[config.mk]
export PLATFORM = sky130hd
export DESIGN_NAME = ser_bit_counter
export DESIGN_NICKNAME = d
export VERILOG_FILES = /design/src/rtl/ser_bit_counter.sv
export SDC_FILE = /design/constraint.sdc
export NUM_CORES = 1
export LEC_CHECK = 0
export CORE_UTILIZATION = 42
export DETAILED_ROUTE_END_ITERATION = 12
export PLACE_DENSITY = 0.72
export SLEW_MARGIN = 40
export SYNTH_ARGS = -nofsm -noshare
export SYNTH_HDL_FRONTEND = slang
export SYNTH_SLANG_ARGS = --single-unit
[constraint.sdc]
create_clock -name clk_i -period 1.75 [get_ports clk_i]
set_input_delay 0.2625 -clock clk_i [delete_from_list [all_inputs] [get_ports clk_i]]
set_output_delay 0.2625 -clock clk_i [all_outputs]
set_load 0.01 [all_outputs]
[src/rtl/ser_bit_counter.sv]
// rtl/ser_bit_counter.sv - bit-position counter for the 16-bit parallel-to-serial converter
module ser_bit_counter (
    input  logic       clk_i,
    input  logic       rst_i,
    input  logic       data_val_i,
    input  logic [4:0] data_mod_i,
    input  logic       disable_i,
    output logic [4:0] count_o,
    output logic       overflow_o
);

    typedef enum logic {
        ST_IDLE = 1'b0,
        ST_RUN  = 1'b1
    } state_t;

    state_t     state;
    logic [4:0] len_q;
    logic [4:0] eff_len;
    logic       last_bit;
    logic       start_ok;

    // Length 0 encodes a full word; anything above 16 is clamped to a full word.
    always_comb begin
        eff_len = data_mod_i;
        if (data_mod_i == 5'd0 || data_mod_i > 5'd16) begin
            eff_len = 5'd16;
        end
    end

    assign last_bit = (count_o == 5'(len_q - 5'd1));
    assign start_ok = data_val_i && !disable_i;

    always_ff @(posedge clk_i) begin
        if (rst_i) begin
            state      <= ST_IDLE;
            count_o    <= 5'd0;
            overflow_o <= 1'b0;
            len_q      <= 5'd16;
        end else begin
            case (state)
                ST_IDLE: begin
                    count_o <= 5'd0;
                    if (start_ok) begin
                        state      <= ST_RUN;
                        overflow_o <= 1'b1;
                        len_q      <= eff_len;
                    end else begin
                        overflow_o <= 1'b0;
                    end
                end
                ST_RUN: begin
                    // Abort wins over both increment and back-to-back restart.
                    if (disable_i) begin
                        state      <= ST_IDLE;
                        count_o    <= 5'd0;
                        overflow_o <= 1'b0;
                    end else if (last_bit) begin
                        count_o <= 5'd0;
                        if (data_val_i) begin
                            overflow_o <= 1'b1;
                            len_q      <= eff_len;
                        end else begin
                            state      <= ST_IDLE;
                            overflow_o <= 1'b0;
                        end
                    end else begin
                        count_o    <= count_o + 5'd1;
                        overflow_o <= 1'b1;
                    end
                end
                default: begin
                    state      <= ST_IDLE;
                    count_o    <= 5'd0;
                    overflow_o <= 1'b0;
                end
            endcase
        end
    end

endmodule

==> out/results.txt, run 1 <==
status: finished with violations
failing checks: negative setup slack
hold slack: 0.3327 ns
unrepaired setup endpoints after global routing: true
Max Transition Viols Final: 0
utilization after layout: 71.36%
chip height: 40.60 um
ratio of cells with drive above 1 in the final layout: 34.38%
Crit-path slowest cell: or4_1
Crit Reg-Reg Startpoint: len_q[1]$_SDFFE_PP0P_
sequential area share after synthesis: 35.20%
Hold Path Class: input port to flip-flop
Cell Area, Synth: 625.6 um2
hold path cells: 4
critical path buffer and inverter count: 1
Root Buffer: clkbuf_4
CP required: 1.95 ns
Seq cells post-synth: 11
post-route cell area: 963.4 um2
# diodes: 0
GRT Util Overall: 22.89%
Die Footprint: 1648 um2
minimum clock period: 1.805 ns
Num CTS Buffers: 3
commonest cells after routing, fill and taps aside: buf_4 (12), clkdlybuf4s50_1 (10), dfxtp_1 (8), nor2_1 (7), xor2_1 (5)
Max-slew headroom: 75.40%
pin count of the biggest net entering global routing: 7
Worst setup SP type: flip-flop
multi-input logic area: 451.7 um2
number of global-route vias before repair: 534
Worst VDD drop: 0.0003580 V
initial antenna violation count: 0
first-pass GRT wire length: 2277 um
htree depth: 1
synth-to-layout area growth: 54.00%
Cell Pwr Density: 570.8 nW/um2
Tcrit/Tclk final: 103.1%
routed via count: 584
critical path, cell by cell: inv_2 > ha_4 > xnor2_2 > o2bb2ai_2 > a311o_1 > or4_1 > o31ai_1
skew final: 0.007894 ns
routed length per placed instance: 13.85 um
hold wc startpoint: data_mod_i[0]
DIE WIDTH: 40.60 um
global route total overflow: 0
Synth cell types: 27
Crit path depth: 7
FILL cells: 117
Mapped Nets: 80
vias per inst: 5.261
Crit path arrival time: 2.00 ns
Design Power: 0.5500 mW
clock-pin slew on the worst setup and hold paths: 0.08 ns
delay-heaviest family, CP: compound AO/OA/AOI/OAI gates
Worst Tran Pin Value: 0.3664 ns
Max Freq: 0.5541 GHz
# nets final: 109
Leakage Power: 0.4200 nW
Placed Area: 854.6 um2
final RePlAce weighted congestion: 0.7831
I/O Buffers: 14
Sink Count: 11
Pre-Repair DR Iteration Count: 4
CP max stage delay: 0.49 ns
WS Path Type: flip-flop to flip-flop
Worst-Skew Late Latency: 0.28 ns
final antenna-violating net count: 0
IO Count: 15
mean area per synthesized cell: 9.200 um2
Max Root-Sink Buffers: 2
Initial Utilization: 46.34%
R2R depth: 7
CP Launch Point: len_q[1]$_SDFFE_PP0P_
Fin. Hold Viols: 0
hpwl dp: 1082 um
commonest non-fill, non-tap cell in the layout: buf_4
core area: 1350 um2
crit path max fanout: 4
register area: 224.0 um2
initial DRC count: 6
total of max-cap violations: 0
WL final: 1537 um
Post-Synthesis Cells: 68
final worst setup slack: -0.05461 ns
Setup Viol. Count Final: 2
synth warn: 0
Post-route DRC: 0
CTS tree: yes
row cnt: 13
Worst setup EP type: flip-flop
-- synthesized netlist by cell type --
| cell | instances | area share (%) |
|---|---|---|
| a21oi_1 | 1 | 0.80 |
| a311o_1 | 2 | 3.2 |
| a31oi_1 | 1 | 1.0 |
| and3_1 | 2 | 2.0 |
| buf_6 | 1 | 1.8 |
| clkbuf_1 | 1 | 0.60 |
| dfxtp_1 | 11 | 35 |
| ha_1 | 3 | 6.0 |
| inv_1 | 5 | 3.0 |
| mux2i_1 | 3 | 4.8 |
| nand2_1 | 1 | 0.60 |
| nand2b_1 | 4 | 4.0 |
| nand3_1 | 2 | 1.6 |
| nor2_1 | 7 | 4.2 |
| nor2b_1 | 1 | 1.0 |
| nor3_1 | 1 | 0.80 |
| nor4bb_1 | 1 | 1.6 |
| o211a_1 | 1 | 1.6 |
| o21a_1 | 1 | 1.2 |
| o21bai_1 | 1 | 1.2 |
| o2bb2ai_1 | 1 | 1.4 |
| o31ai_1 | 2 | 2.4 |
| or2_2 | 1 | 1.0 |
| or3b_2 | 2 | 2.8 |
| or4_1 | 3 | 3.6 |
| xnor2_1 | 4 | 5.6 |
| xor2_1 | 5 | 7.0 |
-- final cells by class --
class | instances | area share (%)
Clock buffer | 4 | 2.727
Multi-Input combinational cell | 50 | 46.88
Sequential cell | 11 | 23.25
Timing Repair Buffer | 26 | 23.25
Tap cell | 15 | 1.948
Inverter | 5 | 1.948
-- worst min-delay path, cell delays in order --
cell and delay (ns):
buf_2 0.11, nand2b_1 0.05, or4_1 0.10, o31ai_1 0.06
-- layer usage --
metal	routed length, um	share of wire (%)	GRT usage, %	up-vias
li1	-	-	-	296
met1	728	47	25.83	271
met2	730	47	34.92	11
met3	42	2.7	8.333	6
met4	34	2.2	16.67	0
met5	0	0	0	-
-- final timing paths --
path	slack (ns)	endpoint
worst max-delay path	-0.05	len_q[1]$_SDFFE_PP0P_
worst min-delay path	0.33	len_q[0]$_SDFFE_PP0P_
worst max register to register	-0.05	len_q[1]$_SDFFE_PP0P_
worst min register to register	0.53	len_q[4]$_SDFFE_PP1P_
-- flip-flops by register name, indices dropped and copies added (netlist names) --
register  cells
count_o       5
len_q         5
state         1
-- cell families after synthesis --
kind of cell / Yosys count / share of synthesized area (%)
AND/OR/NAND/NOR: 25 / 23.20
flip-flops: 11 / 35.20
AO/OA/AOI/OAI: 10 / 12.80
XOR/XNOR: 9 / 12.60
buffers and inverters: 7 / 5.400
multiplexers: 3 / 4.800
adder cells (fa/ha/maj): 3 / 6.001
-- power by group --
part | total (mW) | switching, mW | internal (mW) | leakage, nW
combinational | 0.103 | 0.0428 | 0.0603 | 0.314
clock | 0.185 | 0.0960 | 0.0886 | 0.0150
sequential | 0.262 | 0.00588 | 0.256 | 0.0906
-- timing repair --
item,in CTS,in global routing
hold buffers,0,0
gates cloned,0,0
endpoints found under the setup margin,5,4
pin swaps,5,2
buffers inserted,0,1
resized for setup,20,4
-- through the flow --
step	worst slack [ns]	TNS, ns	instances
6_report	-0.05461	-0.1086	111
5_1_grt	-0.1210	-0.2564	111
4_1_cts	-0.02725	-0.04743	110
3_5_place_dp	-0.5102	-1.939	106
3_3_place_gp	-0.4442	-1.664	106
2_1_floorplan	0.01111	0	68
No activity file was read; power rests on OpenSTA's default activity.
==> inputs of run 2 (changes only) <==
--- a/config.mk
+++ b/config.mk
@@ -8,7 +8,7 @@
 export CORE_UTILIZATION = 42
 export DETAILED_ROUTE_END_ITERATION = 12
 export PLACE_DENSITY = 0.72
-export SLEW_MARGIN = 40
+export SLEW_MARGIN = 30
 export SYNTH_ARGS = -nofsm -noshare
 export SYNTH_HDL_FRONTEND = slang
 export SYNTH_SLANG_ARGS = --single-unit
==> results of run 2 <==
Final layout, timing and power as in run 1 (identical DEF).
==> inputs of run 3 (changes only) <==
--- a/config.mk
+++ b/config.mk
@@ -8,7 +8,6 @@
 export CORE_UTILIZATION = 42
 export DETAILED_ROUTE_END_ITERATION = 12
 export PLACE_DENSITY = 0.72
-export SLEW_MARGIN = 30
 export SYNTH_ARGS = -nofsm -noshare
 export SYNTH_HDL_FRONTEND = slang
 export SYNTH_SLANG_ARGS = --single-unit
==> results of run 3 <==
Final layout, timing and power as in run 1 (identical DEF).
